--- src/rtl/unified_mem_arbiter_pkg.sv ---
// Shared types and width helpers for the unified instruction/data memory arbiter.
package unified_mem_arbiter_pkg;

    typedef enum logic [1:0] {
        IDLE,
        ISSUE,
        WAIT,
        DONE
    } arb_state_t;

    typedef enum logic {
        PORT_IF  = 1'b0,
        PORT_MEM = 1'b1
    } port_id_t;

    function automatic int lat_width(input int ram_latency);
        return $clog2(ram_latency + 1);
    endfunction

    function automatic int run_width(input int max_mem_run);
        return $clog2(max_mem_run + 1);
    endfunction

endpackage

--- src/rtl/unified_mem_arbiter_if.sv ---
// Fetch port, data port and RAM-side signals of the arbiter; master = pipeline/RAM side, slave = arbiter.
interface unified_mem_arbiter_if #(
    parameter int ADDR_W = 10
);
    logic              if_req;
    logic [31:0]       if_addr;
    logic [31:0]       if_rdata;
    logic              if_ack;
    logic              mem_req;
    logic              mem_we;
    logic [31:0]       mem_addr;
    logic [31:0]       mem_wdata;
    logic [31:0]       mem_rdata;
    logic              mem_ack;
    logic              ram_en;
    logic              ram_we;
    logic [ADDR_W-1:0] ram_addr;
    logic [31:0]       ram_wdata;
    logic [31:0]       ram_rdata;
    logic              stall_if;
    logic              stall_mem;

    modport master (
        output if_req, if_addr, mem_req, mem_we, mem_addr, mem_wdata, ram_rdata,
        input  if_rdata, if_ack, mem_rdata, mem_ack, ram_en, ram_we, ram_addr, ram_wdata,
               stall_if, stall_mem
    );

    modport slave (
        input  if_req, if_addr, mem_req, mem_we, mem_addr, mem_wdata, ram_rdata,
        output if_rdata, if_ack, mem_rdata, mem_ack, ram_en, ram_we, ram_addr, ram_wdata,
               stall_if, stall_mem
    );
endinterface

--- src/rtl/unified_mem_arbiter_mem_grant_select.sv ---
// Data-port-priority winner pick with a run counter that forces a fetch grant after MAX_MEM_RUN data grants.
module mem_grant_select
    import unified_mem_arbiter_pkg::*;
#(
    parameter int MAX_MEM_RUN = 4
) (
    input  logic     clk,
    input  logic     reset,
    input  logic     i_if_req,
    input  logic     i_mem_req,
    input  logic     i_grant,
    output port_id_t o_winner
);
    localparam int RUN_W = run_width(MAX_MEM_RUN);

    logic [RUN_W-1:0] r_mem_run;
    logic             w_run_full;

    assign w_run_full = (r_mem_run == RUN_W'(MAX_MEM_RUN));

    always_comb begin
        o_winner = PORT_IF;
        if (i_mem_req && !(i_if_req && w_run_full)) begin
            o_winner = PORT_MEM;
        end
    end

    // Run only grows while a fetch is actually waiting behind the data port.
    always_ff @(posedge clk) begin
        if (reset) begin
            r_mem_run <= '0;
        end else if (i_grant) begin
            if (o_winner == PORT_MEM && i_if_req) begin
                if (!w_run_full) begin
                    r_mem_run <= r_mem_run + 1'b1;
                end
            end else begin
                r_mem_run <= '0;
            end
        end
    end
endmodule

--- src/rtl/unified_mem_arbiter.sv ---
// Shares one single-ported synchronous RAM between fetch and data ports, one access at a time.
module unified_mem_arbiter
    import unified_mem_arbiter_pkg::*;
#(
    parameter int ADDR_W      = 10,
    parameter int RAM_LATENCY = 1,
    parameter int MAX_MEM_RUN = 4
) (
    input logic                  clk,
    input logic                  reset,
    unified_mem_arbiter_if.slave bus
);
    localparam int LAT_W = lat_width(RAM_LATENCY);

    arb_state_t        r_state;
    arb_state_t        w_next_state;
    port_id_t          r_port;
    port_id_t          w_winner;
    logic [ADDR_W-1:0] r_addr;
    logic              r_we;
    logic [31:0]       r_wdata;
    logic [LAT_W-1:0]  r_lat;
    logic [31:0]       r_if_rdata;
    logic [31:0]       r_mem_rdata;
    logic              w_grant;
    logic              w_capture;
    logic              w_unused;

    assign w_grant   = (r_state == IDLE) && (bus.if_req || bus.mem_req);
    assign w_capture = (r_state == WAIT) && (r_lat == '0);
    assign w_unused  = ^{bus.if_addr[31:ADDR_W+2], bus.if_addr[1:0],
                         bus.mem_addr[31:ADDR_W+2], bus.mem_addr[1:0]};

    mem_grant_select #(
        .MAX_MEM_RUN(MAX_MEM_RUN)
    ) u_grant (
        .clk      (clk),
        .reset    (reset),
        .i_if_req (bus.if_req),
        .i_mem_req(bus.mem_req),
        .i_grant  (w_grant),
        .o_winner (w_winner)
    );

    always_ff @(posedge clk) begin
        if (reset) begin
            r_state <= IDLE;
        end else begin
            r_state <= w_next_state;
        end
    end

    always_comb begin
        w_next_state = r_state;
        case (r_state)
            IDLE:    if (w_grant) w_next_state = ISSUE;
            ISSUE:   w_next_state = r_we ? DONE : WAIT;
            WAIT:    if (r_lat == '0) w_next_state = DONE;
            DONE:    w_next_state = IDLE;
            default: w_next_state = IDLE;
        endcase
    end

    always_ff @(posedge clk) begin
        if (reset) begin
            r_port      <= PORT_IF;
            r_addr      <= '0;
            r_we        <= 1'b0;
            r_wdata     <= '0;
            r_lat       <= '0;
            r_if_rdata  <= '0;
            r_mem_rdata <= '0;
        end else begin
            if (w_grant) begin
                r_port <= w_winner;
                if (w_winner == PORT_MEM) begin
                    r_addr  <= bus.mem_addr[ADDR_W+1:2];
                    r_we    <= bus.mem_we;
                    r_wdata <= bus.mem_wdata;
                end else begin
                    r_addr  <= bus.if_addr[ADDR_W+1:2];
                    r_we    <= 1'b0;
                    r_wdata <= '0;
                end
            end
            if (r_state == ISSUE && !r_we) begin
                r_lat <= LAT_W'(RAM_LATENCY - 1);
            end else if (r_state == WAIT && r_lat != '0) begin
                r_lat <= r_lat - 1'b1;
            end
            if (w_capture) begin
                if (r_port == PORT_MEM) begin
                    r_mem_rdata <= bus.ram_rdata;
                end else begin
                    r_if_rdata <= bus.ram_rdata;
                end
            end
        end
    end

    assign bus.ram_en    = (r_state == ISSUE);
    assign bus.ram_we    = (r_state == ISSUE) && r_we;
    assign bus.ram_addr  = r_addr;
    assign bus.ram_wdata = r_wdata;
    assign bus.if_ack    = (r_state == DONE) && (r_port == PORT_IF);
    assign bus.mem_ack   = (r_state == DONE) && (r_port == PORT_MEM);
    assign bus.if_rdata  = r_if_rdata;
    assign bus.mem_rdata = r_mem_rdata;
    assign bus.stall_if  = bus.if_req && !bus.if_ack;
    assign bus.stall_mem = bus.mem_req && !bus.mem_ack;
endmodule

--- src/flat_wrapper.sv ---
// flat-port wrapper written by rule: the top's interface ports become plain ports
module unified_mem_arbiter_flat import unified_mem_arbiter_pkg::*;
#(
    parameter int ADDR_W      = 10,
    parameter int RAM_LATENCY = 1,
    parameter int MAX_MEM_RUN = 4
)
  (clk, reset, bus_if_req, bus_if_addr, bus_mem_req, bus_mem_we, bus_mem_addr, bus_mem_wdata, bus_ram_rdata, bus_if_rdata, bus_if_ack, bus_mem_rdata, bus_mem_ack, bus_ram_en, bus_ram_we, bus_ram_addr, bus_ram_wdata, bus_stall_if, bus_stall_mem);
  unified_mem_arbiter_if #(.ADDR_W(ADDR_W)) bus_i ();
  input logic clk;
  input logic reset;
  input wire logic [$bits(bus_i.if_req)-1:0] bus_if_req;
  input wire logic [$bits(bus_i.if_addr)-1:0] bus_if_addr;
  input wire logic [$bits(bus_i.mem_req)-1:0] bus_mem_req;
  input wire logic [$bits(bus_i.mem_we)-1:0] bus_mem_we;
  input wire logic [$bits(bus_i.mem_addr)-1:0] bus_mem_addr;
  input wire logic [$bits(bus_i.mem_wdata)-1:0] bus_mem_wdata;
  input wire logic [$bits(bus_i.ram_rdata)-1:0] bus_ram_rdata;
  output wire logic [$bits(bus_i.if_rdata)-1:0] bus_if_rdata;
  output wire logic [$bits(bus_i.if_ack)-1:0] bus_if_ack;
  output wire logic [$bits(bus_i.mem_rdata)-1:0] bus_mem_rdata;
  output wire logic [$bits(bus_i.mem_ack)-1:0] bus_mem_ack;
  output wire logic [$bits(bus_i.ram_en)-1:0] bus_ram_en;
  output wire logic [$bits(bus_i.ram_we)-1:0] bus_ram_we;
  output wire logic [$bits(bus_i.ram_addr)-1:0] bus_ram_addr;
  output wire logic [$bits(bus_i.ram_wdata)-1:0] bus_ram_wdata;
  output wire logic [$bits(bus_i.stall_if)-1:0] bus_stall_if;
  output wire logic [$bits(bus_i.stall_mem)-1:0] bus_stall_mem;
  assign bus_i.if_req = bus_if_req;
  assign bus_i.if_addr = bus_if_addr;
  assign bus_i.mem_req = bus_mem_req;
  assign bus_i.mem_we = bus_mem_we;
  assign bus_i.mem_addr = bus_mem_addr;
  assign bus_i.mem_wdata = bus_mem_wdata;
  assign bus_i.ram_rdata = bus_ram_rdata;
  assign bus_if_rdata = bus_i.if_rdata;
  assign bus_if_ack = bus_i.if_ack;
  assign bus_mem_rdata = bus_i.mem_rdata;
  assign bus_mem_ack = bus_i.mem_ack;
  assign bus_ram_en = bus_i.ram_en;
  assign bus_ram_we = bus_i.ram_we;
  assign bus_ram_addr = bus_i.ram_addr;
  assign bus_ram_wdata = bus_i.ram_wdata;
  assign bus_stall_if = bus_i.stall_if;
  assign bus_stall_mem = bus_i.stall_mem;
  unified_mem_arbiter #(.ADDR_W(ADDR_W), .RAM_LATENCY(RAM_LATENCY), .MAX_MEM_RUN(MAX_MEM_RUN)) u_core (.clk(clk), .reset(reset), .bus(bus_i));
endmodule
--- config.mk ---
export PLATFORM = sky130hd
export DESIGN_NAME = unified_mem_arbiter_flat
export DESIGN_NICKNAME = d
export VERILOG_FILES = /design/src/rtl/unified_mem_arbiter_pkg.sv /design/src/rtl/unified_mem_arbiter_if.sv /design/src/rtl/unified_mem_arbiter_mem_grant_select.sv /design/src/rtl/unified_mem_arbiter.sv /design/src/flat_wrapper.sv
export SDC_FILE = /design/constraint.sdc
export NUM_CORES = 1
export LEC_CHECK = 0
export ABC_AREA = 1
export CELL_PAD_IN_SITES_DETAIL_PLACEMENT = 1
export CELL_PAD_IN_SITES_GLOBAL_PLACEMENT = 1
export CORE_ASPECT_RATIO = 1.75
export CORE_MARGIN = 2
export CORE_UTILIZATION = 25
export CTS_BUF_LIST = sky130_fd_sc_hd__clkbuf_4
export DETAILED_ROUTE_END_ITERATION = 7
export PLACE_DENSITY = 0.77
export SLEW_MARGIN = 20
export SYNTH_ARGS = -nofsm -noshare
export SYNTH_HDL_FRONTEND = slang
export SYNTH_SLANG_ARGS = --single-unit
--- constraint.sdc ---
create_clock -name clk -period 1.54 [get_ports clk]
set_clock_uncertainty 0.15 [all_clocks]
set_input_delay 0.308 -clock clk [delete_from_list [all_inputs] [get_ports clk]]
set_output_delay 0.308 -clock clk [all_outputs]
set_load 0.01 [all_outputs]
==> impl_metrics.csv <==
group,metric,value,unit
global_route,grt_pass1_vias,5059,
placement,hpwlAfterDp,10900,um
run,maxCapViolCount,0,
critical_path,worstSetupStartpointType,"flip-flop",
cts,clock-sinks,114,
logic_synthesis,synth.avg_cell_area,7.71,um^2
critical_path,cp-end-kind,"output pin",
layout,design_area,0.00851,mm^2
routing,drc,0,
placement,dpl_worst_slack,-417,ps
cts,clockBufferDepth,2,
layout,drive_above_1_share,56.4,%
routing,drtPass1Iterations,4,
min_path,hold_class,"input pin to flip-flop",
logic_synthesis,ys_ff_latch,114,
floorplan,core_area,0.0178,mm^2
critical_path,worstSetupPathType,"flip-flop to output pin",
global_route,grt_usage,17.5,%
pwr,pwr_density_cell,1510,mW/mm^2
global_route,grt_max_degree,62,
logic_synthesis,syn-num-nets,723,
timing,worst_pin_slew,460,ps
logic_synthesis,synthesis.area,0.00450,mm^2
status,status,"finished, violations left",
logic_synthesis,yosysTopAreaCell,"dfxtp_1",
routing,finalWirelength,19800,um
layout,layout_commonest_cell,"dfxtp_2",
logic_synthesis,yosys_warnings,0,
placement,place_area,0.00691,mm^2
layout,area_growth,89.0,%
floorplan,rows,65,
cts,clk_pin_slew_worst_paths,110,ps
pwr,p_total,12.8,mW
min_path,whs_path_depth,4,
cts,numCtsBuffers,17,
pwr,ir_drop,650,uV
logic_synthesis,synthDistinctLibCells,20,
timing,setup_viol,119,
layout,mostFrequentLayoutCells,"dfxtp_2 (95), buf_2 (90), clkdlybuf4s50_1 (86)",
timing,finalHoldViolations,0,
cts,cts_root_buffer,"clkbuf_4",
placement,port_buffers,200,
placement,post-place-cells,1007,
cts,clock_latency,510,ps
logic_synthesis,synthTopCellsByArea,"dfxtp_1 (51%), a21oi_1 (11%), inv_1 (7.4%), o21ai_0 (6.4%), nand2_1 (6.0%)",
cts,cts_tree,"built",
cts,htreeDepth,4,
timing,maxSlewViolCount,0,
layout,instances_no_fill,1096,
floorplan,die_height,182,um
global_route,grt-ovfl-total,0,
layout,nets,988,
logic_synthesis,seq_area_frac_synth,50.7,%
placement,gp_congestion,0.738,
timing,setup_tns,-18220,ps
routing,avgViaCountPerCell,4.62,
global_route,grt_pass1_wl,26300,um
critical_path,cp.required,1080,ps
routing,drt_iter0_markers,95,
floorplan,die_x,105,um
timing,min_period,1840,ps
critical_path,ff2ff_path_depth,8,
floorplan,die_area,0.0191,mm^2
timing,max-slew-margin-rel,69.3,%
timing,period_share,120,%
timing,setup_ws,-304,ps
routing,ant_nets,0,
floorplan,start_util,25.3,%
timing,hold_ws,190,ps
logic_synthesis,synth_top_area_share,50.7,%
routing,via_count,5067,
floorplan,boundaryPins,245,
critical_path,arrival,1390,ps
global_route,antenna_found_initial,1,
timing,fmax,542,MHz
status,violations,"setup timing",
routing,wl_per_cell,18.1,um
layout,fin_util,47.8,%
timing,rsz0062_at_grt,"true",
critical_path,path_max_fanout,3,
logic_synthesis,syn_inst,584,
pwr,p_leak,3.59,nW
## final cells by class
type | count | area [um^2]
clock buffers | 18 | 135
inverters | 90 | 345
flip-flops and latches | 114 | 2410
repair buffers | 287 | 2790
clock inverters | 13 | 120
diodes | 1 | 2.50
well taps | 234 | 293
multi-input cells | 339 | 2420
fillers | 2043 | 9300
## synth_stat cells
cell        n
a21oi_1   101
buf_1       2
buf_2      10
buf_4       5
buf_6       1
clkbuf_1   24
dfxtp_1   114
ha_1        6
inv_1      89
inv_2       1
nand2_1    72
nand3_1    26
nand3_2     2
nand3b_4    1
nand4_1    33
nor2_1     29
nor2_4      1
o21ai_0    58
o21ai_1     8
o21ai_2     1
## repair_timing
item                                    in CTS  in global routing
pin swaps                                   15                 81
buffers inserted                            15                 19
hold endpoints to repair                     3                  0
gates resized for setup                    616                237
gates cloned                                10                 16
endpoints found under the setup margin     225                133
hold buffers                                 1                  0
## where the power goes
group | leakage (nW) | switching [mW] | internal (mW) | total (mW)
Sequential | 0.973 | 0.389 | 3.71 | 4.10
Clock | 0.130 | 1.19 | 0.939 | 2.13
Combinational | 2.49 | 3.18 | 3.42 | 6.61
## registers in the layout, indices dropped and copies added, names as in the netlist
name and count:
u_core.bus.ram_wdata 32, u_core.r_lat 1, u_core.r_we 1, u_core.r_port 1
u_core.bus.if_rdata 32, u_core.bus.mem_rdata 32, u_core.bus.ram_addr 10, u_core.u_grant.r_mem_run 3
u_core.r_state 2
## kinds of logic after synthesis
group | Yosys count | synth area share (%)
compound gates | 168 | 18.8
fa+ha+maj | 6 | 1.67
buf+inv | 132 | 11.9
flops | 114 | 50.7
simple gates | 164 | 17.0
## path summary, 6_finish.rpt
kind,from,endpoint,slack (ps)
max,u_core.r_state[0],bus_stall_if,-300
min,bus_mem_req,u_core.bus.ram_wdata[23],190
max reg2reg,u_core.r_state[0],u_core.bus.mem_rdata[25],-230
min reg2reg,u_core.bus.if_rdata[22],u_core.bus.if_rdata[22],300
## critical path, cell delays in order (launching register included)
cell and delay (ps):
dfxtp_4 400, ha_4 150, inv_2 50, nor2_4 110, nor2_1 50, buf_2 130
## metal layers
metal	share of wire (%)	up-vias	track usage [%]	wire [um]
met2	58	142	34.0	11500
met4	1.9	0	6.51	376
li1	-	2446	-	-
met3	4.3	18	4.09	846
met1	36	2461	17.8	7090
met5	0	-	0	0
Note: power is estimated with default switching activity, not from simulation.
